### src/rtl/io_cmd_sequencer.sv
// Front-panel command sequencer: synchronizes and debounces the load/clear switches,
// arbitrates clear-over-load and issues one-cycle dmem strobes separated by a hold-off.

module io_cmd_debounce #(
    parameter int DEBOUNCE_CYCLES = 16
) (
    input  logic clk,
    input  logic reset,
    input  logic raw,
    output logic rise
);
    localparam int CW = $clog2(DEBOUNCE_CYCLES + 1);
    localparam logic [CW-1:0] CNT_LAST = CW'(DEBOUNCE_CYCLES - 1);

    logic          s1_q, s1_d;
    logic          s2_q, s2_d;
    logic          db_q, db_d;
    logic [CW-1:0] cnt_q, cnt_d;

    always_comb begin
        s1_d  = raw;
        s2_d  = s1_q;
        db_d  = db_q;
        cnt_d = cnt_q;
        if (s2_q == db_q) begin
            cnt_d = '0;
        end else if (cnt_q == CNT_LAST) begin
            db_d  = s2_q;
            cnt_d = '0;
        end else begin
            cnt_d = cnt_q + 1'b1;
        end
    end

    // Flags the edge on which the debounced level flips 0->1.
    assign rise = db_d & ~db_q;

    always_ff @(posedge clk or posedge reset) begin
        if (reset) begin
            s1_q  <= 1'b0;
            s2_q  <= 1'b0;
            db_q  <= 1'b0;
            cnt_q <= '0;
        end else begin
            s1_q  <= s1_d;
            s2_q  <= s2_d;
            db_q  <= db_d;
            cnt_q <= cnt_d;
        end
    end
endmodule

module io_cmd_sequencer #(
    parameter int DEBOUNCE_CYCLES = 16,
    parameter int HOLDOFF_CYCLES  = 8
) (
    input  logic       clk,
    input  logic       reset,
    input  logic       sw_load_raw,
    input  logic       sw_clear_raw,
    output logic       load_en,
    output logic       clear_en,
    output logic       busy,
    output logic [7:0] cmd_count,
    output logic [1:0] last_cmd
);
    localparam int HW = $clog2(HOLDOFF_CYCLES + 1);
    localparam logic [HW-1:0] HO_LAST = HW'(HOLDOFF_CYCLES - 1);

    typedef enum logic [1:0] {
        IDLE        = 2'd0,
        ISSUE_LOAD  = 2'd1,
        ISSUE_CLEAR = 2'd2,
        HOLDOFF     = 2'd3
    } state_t;

    state_t        state_q, state_d;
    logic [HW-1:0] hcnt_q, hcnt_d;
    logic          req_load_q, req_load_d;
    logic          req_clear_q, req_clear_d;
    logic [7:0]    cmd_count_q, cmd_count_d;
    logic [1:0]    last_cmd_q, last_cmd_d;
    logic          load_rise, clear_rise;
    logic          take_load, take_clear;

    io_cmd_debounce #(.DEBOUNCE_CYCLES(DEBOUNCE_CYCLES)) u_db_load (
        .clk   (clk),
        .reset (reset),
        .raw   (sw_load_raw),
        .rise  (load_rise)
    );

    io_cmd_debounce #(.DEBOUNCE_CYCLES(DEBOUNCE_CYCLES)) u_db_clear (
        .clk   (clk),
        .reset (reset),
        .raw   (sw_clear_raw),
        .rise  (clear_rise)
    );

    always_comb begin
        state_d     = state_q;
        hcnt_d      = hcnt_q;
        cmd_count_d = cmd_count_q;
        last_cmd_d  = last_cmd_q;
        take_load   = 1'b0;
        take_clear  = 1'b0;
        case (state_q)
            IDLE: begin
                if (req_clear_q) begin
                    state_d     = ISSUE_CLEAR;
                    take_clear  = 1'b1;
                    last_cmd_d  = 2'b10;
                    cmd_count_d = cmd_count_q + 8'd1;
                end else if (req_load_q) begin
                    state_d     = ISSUE_LOAD;
                    take_load   = 1'b1;
                    last_cmd_d  = 2'b01;
                    cmd_count_d = cmd_count_q + 8'd1;
                end
            end
            ISSUE_LOAD, ISSUE_CLEAR: begin
                state_d = HOLDOFF;
                hcnt_d  = '0;
            end
            HOLDOFF: begin
                if (hcnt_q == HO_LAST) begin
                    state_d = IDLE;
                end else begin
                    hcnt_d = hcnt_q + 1'b1;
                end
            end
            default: state_d = IDLE;
        endcase
        // Requests are one deep; a fresh rise on the consuming edge re-arms the request.
        req_load_d  = (req_load_q & ~take_load) | load_rise;
        req_clear_d = (req_clear_q & ~take_clear) | clear_rise;
    end

    always_ff @(posedge clk or posedge reset) begin
        if (reset) begin
            state_q     <= IDLE;
            hcnt_q      <= '0;
            req_load_q  <= 1'b0;
            req_clear_q <= 1'b0;
            cmd_count_q <= 8'd0;
            last_cmd_q  <= 2'b00;
        end else begin
            state_q     <= state_d;
            hcnt_q      <= hcnt_d;
            req_load_q  <= req_load_d;
            req_clear_q <= req_clear_d;
            cmd_count_q <= cmd_count_d;
            last_cmd_q  <= last_cmd_d;
        end
    end

    assign load_en   = (state_q == ISSUE_LOAD);
    assign clear_en  = (state_q == ISSUE_CLEAR);
    assign busy      = (state_q != IDLE);
    assign cmd_count = cmd_count_q;
    assign last_cmd  = last_cmd_q;
endmodule
### config.mk
export PLATFORM = sky130hd
export DESIGN_NAME = io_cmd_sequencer
export DESIGN_NICKNAME = d
export VERILOG_FILES = /design/src/rtl/io_cmd_sequencer.sv
export SDC_FILE = /design/constraint.sdc
export NUM_CORES = 1
export LEC_CHECK = 0
export BUFFER_PORTS_ARGS = -buffer_cell sky130_fd_sc_hd__buf_4
export CAP_MARGIN = 10
export CORE_MARGIN = 2
export CORE_UTILIZATION = 45
export DETAILED_ROUTE_END_ITERATION = 10
export GPL_ROUTABILITY_DRIVEN = 0
export PLACE_DENSITY = 0.61
export REMOVE_ABC_BUFFERS = 1
export SETUP_SLACK_MARGIN = 0.2
export SLEW_MARGIN = 20
export SYNTH_ARGS = -nofsm -noshare
export SYNTH_HDL_FRONTEND = slang
export SYNTH_SLANG_ARGS = --single-unit
### constraint.sdc
create_clock -name clk -period 1.8 [get_ports clk]
set_input_delay 0.18 -clock clk [delete_from_list [all_inputs] [get_ports clk]]
set_output_delay 0.18 -clock clk [all_outputs]
set_load 0.02 [all_outputs]
# After elaboration in Yosys (flattened, before gate mapping)

Index checks and enable logic that the tools add are counted.

$add $sub $neg: 4
$mul: 0
Div/mod/pow operators: 0
$lt $le $gt $ge: 0
Eq/ne operators: 11
Shift-type cells: 0
Mux-type cells: 21
Bitwise gates (word level): 10
Reductions and logical operators: 8

Operator list:

| kind                                          | number |
|---|---|
| two-way mux 5 bit                             | 4 |
| two-way mux 8 bit                             | 2 |
| adder 5 x 1 -> 5 bit, second input constant   | 2 |
| == test 5 x 4 -> 1 bit, second input constant | 2 |
| two-way mux 1 bit                             | 9 |
| adder 8 x 1 -> 8 bit, second input constant   | 1 |
| case mux 4 bit (2 select lines)               | 1 |
| two-way mux 2 bit                             | 3 |
| case mux 2 bit (3 select lines)               | 1 |
| AND reduction 2 bit                           | 3 |
| nonzero test 2 bit                            | 3 |
| adder 4 x 1 -> 4 bit, second input constant   | 1 |
| AND 1 bit                                     | 4 |
| == test 2 bit, second input constant          | 2 |
| == test 4 x 3 -> 1 bit, second input constant | 1 |
| two-way mux 4 bit                             | 1 |
| != test 2 bit, second input constant          | 2 |
| inverter 1 bit                                | 4 |
| != test 3 bit, second input constant          | 1 |
| == test 1 bit                                 | 2 |
| == test 2 x 1 -> 1 bit, second input constant | 1 |
| zero test 2 bit                               | 1 |
| bitwise OR 1 bit                              | 2 |
| OR reduction 2 bit                            | 1 |

Flip-flop bits (word level): 34
Latch bits: 0
Bits in writable memories: 0
Memory bits (read-only): 0
Logic and storage cells: 68
Memories kept: 0

# Logic depth before layout (Yosys ltp)

Gate-level depths: netlist of run 1.

Depth in word-level cells: 6
Mapped depth: 6

# Modules after synthesis

Synthesis of run 1 repeated with hierarchy kept, for this count alone.

Cells, all modules: 133
Area, all modules: 1525.2 µm²

By module, submodules not included:

| module           | times used | cells each | area each (µm²) | sequential area each (µm²) |
|---|---|---|---|---|
| io_cmd_sequencer | 1          | 83         | 897.1           | 450.4 |
| io_cmd_debounce  | 2          | 25         | 314.1           | 200.2 |

# Worst setup path before layout of run 1

Ideal clock, no wire load.

Path kind: reg2reg
Start: register state_q[0]
End: register cmd_count_q[1] (netlist: cmd_count[1])
Data arrival time: 1211 ps
Data required time: 1673 ps
Path slack: 461 ps
Stages on the path, launching flop included: 6
Buffers on the path: 1
Clock period less this slack: 1339 ps
Cell sequence: dfrtp_1 > inv_1 > ha_1 > buf_4 > o21a_2 > mux2_1

Word-level cells in the longest chain between the ends: 2

Ends and longest elaborated chain:

| item                                 | line | text |
|---|---|---|
| start, declared                      | 77   | `state_t state_q, state_d;` |
| start signal, assigned               | 148  | `state_q <= state_d;` |
| zero test 2 bit                      | 107  | `case (state_q)` |
| AND reduction 2 bit (no source line) | -    |  |
| end signal, assigned                 | 152  | `cmd_count_q <= cmd_count_d;` |
| end, declared                        | 81   | `logic [7:0] cmd_count_q, cmd_count_d;` |

No other way between the ends.
A chain may end at the register's enable or synchronous reset.

# Final worst setup path of run 1

Start: register state_q[0]
End: output busy

Word-level cells in the longest chain between the ends: 1

Ends and longest elaborated chain:

| item               | line | text |
|---|---|---|
| nonzero test 2 bit | 159  | `assign busy = (state_q != IDLE);` |
| end, declared      | 63   | `output logic busy,` |

No other way between the ends.

==> impl_metrics.py, run 1 <==
metrics = {
    "run_status": {
        "status": "complete, no violations",
    },
    "synthesis": {
        "synth_area_per_cell_sq_um": 11.6,
        "synth.most_common_cell": "dfrtp_1",
        "synthCells": 127,
        "synth_edf_count": 0,
        "synth_top_cell_area_share": 0.580,
        "ys_types": 28,
        "ys_seq_elements": 34,
        "synth_area_leaders": "dfrtp_1, ha_1, xor2_1",
        "synthArstFlopShare": 1.00,
        "netlist_area_sq_um": 1470,
        "ys_top_cells_by_count": "dfrtp_1, nand2_1, xor2_1",
        "synth-warning-count": 0,
        "synthFlopType": "dfrtp_1",
        "ys_seq_area_frac": 0.580,
        "yosysTopAreaCell": "dfrtp_1",
    },
    "route": {
        "wirelength_microns": 2410,
        "routedWlPerCell_microns": 12.1,
        "drtIter0Drc": 14,
        "first_pass_iters": 4,
        "vias": 987,
        "routed_via_density": 4.98,
        "remaining_drc_errors": 0,
        "drtAntennaViolNets": 0,
    },
    "floorplan": {
        "num_rows": 20,
        "die_w_microns": 61.1,
        "core_sq_um": 3080,
        "die_area_sq_um": 3730,
        "initial_core_util": 0.477,
        "ios": 17,
        "dieHeight_microns": 61.1,
    },
    "grt": {
        "grt_max_degree": 35,
        "grt_pass1_wl_microns": 4160,
        "overflow": 0,
        "grt_pass1_vias": 1015,
        "antenna_found_initial": 0,
        "grt_usage": 0.156,
    },
    "setup_path": {
        "endpoint_kind": "output pin",
        "r2r_start": "state_q[0]",
        "cp_top_family": "flip-flops",
        "worstPathArrival_ns": 1.33,
        "r2r_setup_slack_ns": 0.41,
        "worstSetupPathType": "reg -> out",
        "cp.required_ns": 1.62,
        "crit_path_max_incr_delay_ns": 0.43,
        "cp_num_buf_inv": 3,
        "crit_path_cell_trace": "inv_1, ha_4, inv_2, buf_4",
        "critPathSlowestCell": "dfrtp_1",
        "reg2reg_depth": 4,
        "r2r_end": "cmd_count[1]",
        "path_max_fanout": 9,
        "cp-start-kind": "flop",
    },
    "timing": {
        "setup_violations": 0,
        "clock_skew_ns": 0.0102,
        "slew_headroom": 0.724,
        "setup_ws_ns": 0.289,
        "tightest_slew_ns": 0.413,
        "finalHoldViolations": 0,
        "maxSlewViolCount": 0,
        "setup_tns_ns": 0,
        "fin_crit_ns": 1.51,
        "period_share": 0.840,
        "rsz0062_at_grt": "false",
        "fmax_mhz": 662,
    },
    "power_and_ir_drop": {
        "p_leak_nw": 0.935,
        "power_density_nw_per_um2": 1120,
        "ir_worst_vdd_uv": 621,
        "power_mw": 1.97,
    },
    "finish": {
        "antenna_cells": 0,
        "nets": 165,
        "multi_input_area_sq_um": 588,
        "drive_gt1_frac": 0.201,
        "seqCellArea_sq_um": 851,
        "syn_to_final_growth_pct": 20.1,
        "nFillCells": 285,
    },
    "clock_network": {
        "clk_pin_slew_worst_paths_ns": 0.11,
        "postCtsSetupBuffers": 0,
        "cts_tree": "done",
        "cts_buffers": 5,
        "clock_path_buffers": 2,
        "clock-sinks": 34,
        "cts_max_level": 2,
        "clock-root-buffer": "clkbuf_4",
        "insertion_delay_ns": 0.34,
    },
    "placement": {
        "pre_cts_slack_ns": 0.272,
        "port_buffers": 16,
        "dp_hpwl_microns": 1700,
    },
    "hold_path": {
        "min_to": "u_db_clear.s2_q",
        "holdCritPathClass": "reg -> reg",
        "min_path_cells": 0,
        "worstHoldStart": "u_db_clear.s1_q",
    },
    "flow_run": {
        "maxCapViolCount": 0,
    },
}
through the flow:
stage / util / area (sq um) / hold slack, ns / instances
floorplan: - / 1460 / 0.211 / 126
global placement: 0.534 / 1640 / 0.290 / 187
detailed placement: 0.534 / 1640 / 0.293 / 187
CTS: 0.570 / 1750 / 0.363 / 198
global route: 0.573 / 1760 / 0.373 / 198
finish: 0.573 / 1760 / 0.358 / 198
cell usage in the layout, fill, tap and decap left out, types with 3 or more instances in the layout:
cell type,count
a21oi_1,3
and2_1,3
buf_4,17
clkbuf_4,5
dfrtp_1,34
dlygate4sd3_1,3
ha_1,7
inv_1,7
nand2_1,11
nand3_1,6
nand4_1,5
nor2_1,9
o21ai_0,4
xor2_1,11
per-layer routing:
metal | up-vias | GRT usage | wire, microns
li1 | 488 | - | -
met1 | 477 | 0.187 | 1090
met2 | 16 | 0.245 | 1170
met3 | 6 | 0.0588 | 96
met4 | 0 | 0.0839 | 44
met5 | - | 0 | 0
worst max path at each step:
stage               slack (ns)  cells after the start  startpoint           end
finish                    0.29                      4  state_q[0]          busy
global route              0.20                      4  state_q[0]          busy
CTS                       0.21                      4  state_q[1]          busy
detailed placement        0.27                      4  state_q[0]  cmd_count[1]
global placement          0.33                      4  state_q[0]  cmd_count[1]
floorplan                 0.39                      4  state_q[0]  cmd_count[1]
what timing repair did:
action	in CTS	in global routing
hold buffers	3	0
endpoints found under the hold margin	36	0
resized for setup	1	2
endpoints found under the setup margin	1	2
layout make-up:
class / count / area share
clock inverters: 3 / 0.0227
inverters: 9 / 0.0192
well taps: 44 / 0.0312
repair buffers: 20 / 0.0894
multi-input cells: 83 / 0.334
flip-flops and latches: 34 / 0.483
clock buffers: 5 / 0.0213
power by group:
part           switching [mW]  internal [mW]  total [mW]
logic                   0.309          0.238       0.547
clock network           0.253          0.288       0.541
registers              0.0592          0.827       0.887
total                   0.622           1.35        1.97
sequential cells by signal, indices dropped and copies added (netlist names):
name / count
cmd_count: 8
u_db_clear.s1_q: 1
u_db_load.s2_q: 1
req_load_q: 1
u_db_load.db_q: 1
state_q: 2
hcnt_q: 4
req_clear_q: 1
u_db_clear.db_q: 1
last_cmd: 2
u_db_clear.cnt_q: 5
u_db_clear.s2_q: 1
u_db_load.s1_q: 1
u_db_load.cnt_q: 5
kinds of logic after synthesis:
logic type,count (synthesis),share of synthesized area
XOR/XNOR,13,0.0776
multiplexers,4,0.0290
buffers and inverters,10,0.0281
AND/OR/NAND/NOR,40,0.130
AO/OA/AOI/OAI,18,0.0870
adder cells (fa/ha/maj),8,0.0682
flip-flops,34,0.580
Note: power is estimated with default switching activity, not from simulation.
==> inputs of run 2 (changes only) <==
--- a/config.mk
+++ b/config.mk
@@ -5,6 +5,7 @@
 export SDC_FILE = /design/constraint.sdc
 export NUM_CORES = 1
 export LEC_CHECK = 0
+export ABC_AREA = 1
 export BUFFER_PORTS_ARGS = -buffer_cell sky130_fd_sc_hd__buf_4
 export CAP_MARGIN = 10
 export CORE_MARGIN = 2
==> constraint.sdc (replaced) <==
create_clock -name clk -period 1.4 [get_ports clk]
set_input_delay 0.14 -clock clk [delete_from_list [all_inputs] [get_ports clk]]
set_output_delay 0.14 -clock clk [all_outputs]
set_load 0.02 [all_outputs]
==> impl_metrics.py, run 2 <==
metrics = {
    "run_status": {
        "status": "complete, no violations",
    },
    "synthesis": {
        "ys_seq_area_frac": 0.544,
        "ys_top_cells_by_count": "nand2_1, dfrtp_1, inv_1",
        "yosysTopAreaCell": "dfrtp_1",
        "synthArstFlopShare": 1.00,
        "synth_area_per_cell_sq_um": 9.04,
        "synthCells": 173,
        "synth_area_leaders": "dfrtp_1, nand2_1, ha_1",
        "synth_edf_count": 0,
        "synth_top_cell_area_share": 0.544,
        "synth.most_common_cell": "nand2_1",
        "ys_seq_elements": 34,
        "synth-warning-count": 0,
        "ys_types": 22,
        "netlist_area_sq_um": 1560,
        "synthFlopType": "dfrtp_1",
    },
    "clock_network": {
        "clock-root-buffer": "clkbuf_4",
        "cts_max_level": 2,
        "cts_buffers": 5,
        "clk_pin_slew_worst_paths_ns": 0.11,
        "insertion_delay_ns": 0.33,
        "cts_tree": "done",
        "clock_path_buffers": 2,
        "clock-sinks": 34,
    },
    "grt": {
        "antenna_found_initial": 0,
        "grt_max_degree": 35,
        "grt_pass1_wl_microns": 5240,
        "overflow": 0,
        "grt_usage": 0.170,
        "grt_pass1_vias": 1223,
    },
    "route": {
        "drtAntennaViolNets": 0,
        "wirelength_microns": 3150,
        "routedWlPerCell_microns": 11.9,
        "vias": 1277,
        "first_pass_iters": 6,
        "remaining_drc_errors": 0,
        "drtIter0Drc": 55,
        "routed_via_density": 4.84,
    },
    "power_and_ir_drop": {
        "ir_worst_vdd_uv": 737,
        "p_leak_nw": 1.08,
        "power_density_nw_per_um2": 1380,
    },
    "floorplan": {
        "die_w_microns": 63.0,
        "ios": 17,
        "initial_core_util": 0.469,
        "core_sq_um": 3340,
        "dieHeight_microns": 63.0,
        "die_area_sq_um": 3960,
        "num_rows": 21,
    },
    "setup_path": {
        "reg2reg_depth": 8,
        "r2r_setup_slack_ns": 0.08,
        "cp-start-kind": "flop",
        "cp.required_ns": 1.62,
        "path_max_fanout": 7,
        "worstSetupPathType": "reg -> reg",
        "worstPathArrival_ns": 1.54,
        "endpoint_kind": "flop",
        "r2r_end": "cmd_count[5]",
        "r2r_start": "state_q[1]",
    },
    "finish": {
        "layout_common_cells": "dfrtp_1, nand2_1, buf_4",
        "stdcell_count": 264,
        "largest_reg_flops": 8,
        "antenna_cells": 0,
        "syn_to_final_growth_pct": 41.0,
        "nets": 229,
        "mostFrequentLayoutCell": "dfrtp_1",
        "drive_gt1_frac": 0.399,
    },
    "flow_run": {
        "maxCapViolCount": 0,
    },
    "hold_path": {
        "min_path_cells": 0,
        "holdCritPathClass": "reg -> reg",
        "min_to": "u_db_clear.s2_q",
        "worstHoldStart": "u_db_clear.s1_q",
    },
    "timing": {
        "fmax_mhz": 756,
        "tightest_slew_ns": 0.424,
        "period_share": 0.944,
        "finalHoldViolations": 0,
        "fin_crit_ns": 1.32,
        "maxSlewViolCount": 0,
        "rsz0062_at_grt": "true",
        "setup_ws_ns": 0.0781,
        "whs_ns": 0.357,
        "slew_headroom": 0.718,
        "setup_violations": 0,
        "clock_skew_ns": 0.0116,
    },
    "placement": {
        "pre_cts_slack_ns": 0.0493,
        "port_buffers": 16,
        "dp_cells": 237,
        "dp_hpwl_microns": 1930,
    },
}
==> run 2: what timing repair did <==
| item | in CTS | in global routing |
|---|---|---|
| setup buffers | 6 | 10 |
| hold buffers | 3 | 0 |
| hold endpoints to repair | 36 | 0 |
| setup endpoints to repair | 23 | 26 |
| pin swaps | 6 | 23 |
| resized for setup | 20 | 49 |
==> run 2: worst max path at each step <==
stage | from | end | slack [ns]
3_5_place_dp | state_q[1] | cmd_count[5] | 0.05
4_1_cts | state_q[1] | busy | 0.09
6_report | state_q[1] | cmd_count[5] | 0.08
5_1_grt | state_q[1] | cmd_count[5] | -0.004
2_1_floorplan | state_q[0] | state_q[0] | 0.12
3_3_place_gp | state_q[1] | cmd_count[5] | 0.1
==> run 2: critical path, cell delays in order, from the launching register on <==
cell and delay (ns):
dfrtp_1 0.41, inv_2 0.10, ha_4 0.16, buf_6 0.12, o21ai_4 0.11, nor2_4 0.15, nand2_1 0.06, nand2_1 0.05
nand2_1 0.05
==> run 2: cell families (layout without fill, tap and decap cells) <==
| kind of cell | count (synthesis) | in the layout | synth area share |
|---|---|---|---|
| AO/OA/AOI/OAI | 20 | 20 | 0.0768 |
| XOR/XNOR | 7 | 7 | 0.0392 |
| adder cells (fa/ha/maj) | 8 | 8 | 0.0640 |
| buffers and inverters | 26 | 71 | 0.0640 |
| flip-flops | 34 | 34 | 0.544 |
| AND/OR/NAND/NOR | 78 | 78 | 0.212 |
==> run 2: layer usage <==
metal	global-route usage	vias up	share of wire
met5	0	-	0
met4	0.0500	0	0.011
met3	0.0595	4	0.036
met2	0.298	22	0.52
met1	0.194	621	0.43
li1	-	630	-
==> run 2: report_power, final <==
group          internal, mW  switching [mW]
Sequential             1.06          0.0583
Clock                 0.379           0.314
Combinational         0.601           0.627
==> run 2: final cells by class <==
| type | instances | area (sq um) |
|---|---|---|
| clock buffers | 7 | 45.0 |
| clock inverters | 1 | 30.0 |
| fillers | 271 | 1130 |
| inverters | 26 | 103 |
| multi-input cells | 113 | 790 |
| flip-flops and latches | 34 | 851 |
| well taps | 46 | 57.6 |
| repair buffers | 37 | 330 |
==> run 2: through the flow <==
stage	setup TNS (ns)	util	total power, mW	instance area (sq um)
floorplan	0	-	1.58	1560
global placement	0	0.526	1.75	1760
detailed placement	0	0.526	1.77	1760
CTS	0	0.594	2.74	1980
global route	-0.00567	0.661	3.26	2210
finish	0	0.661	3.04	2210
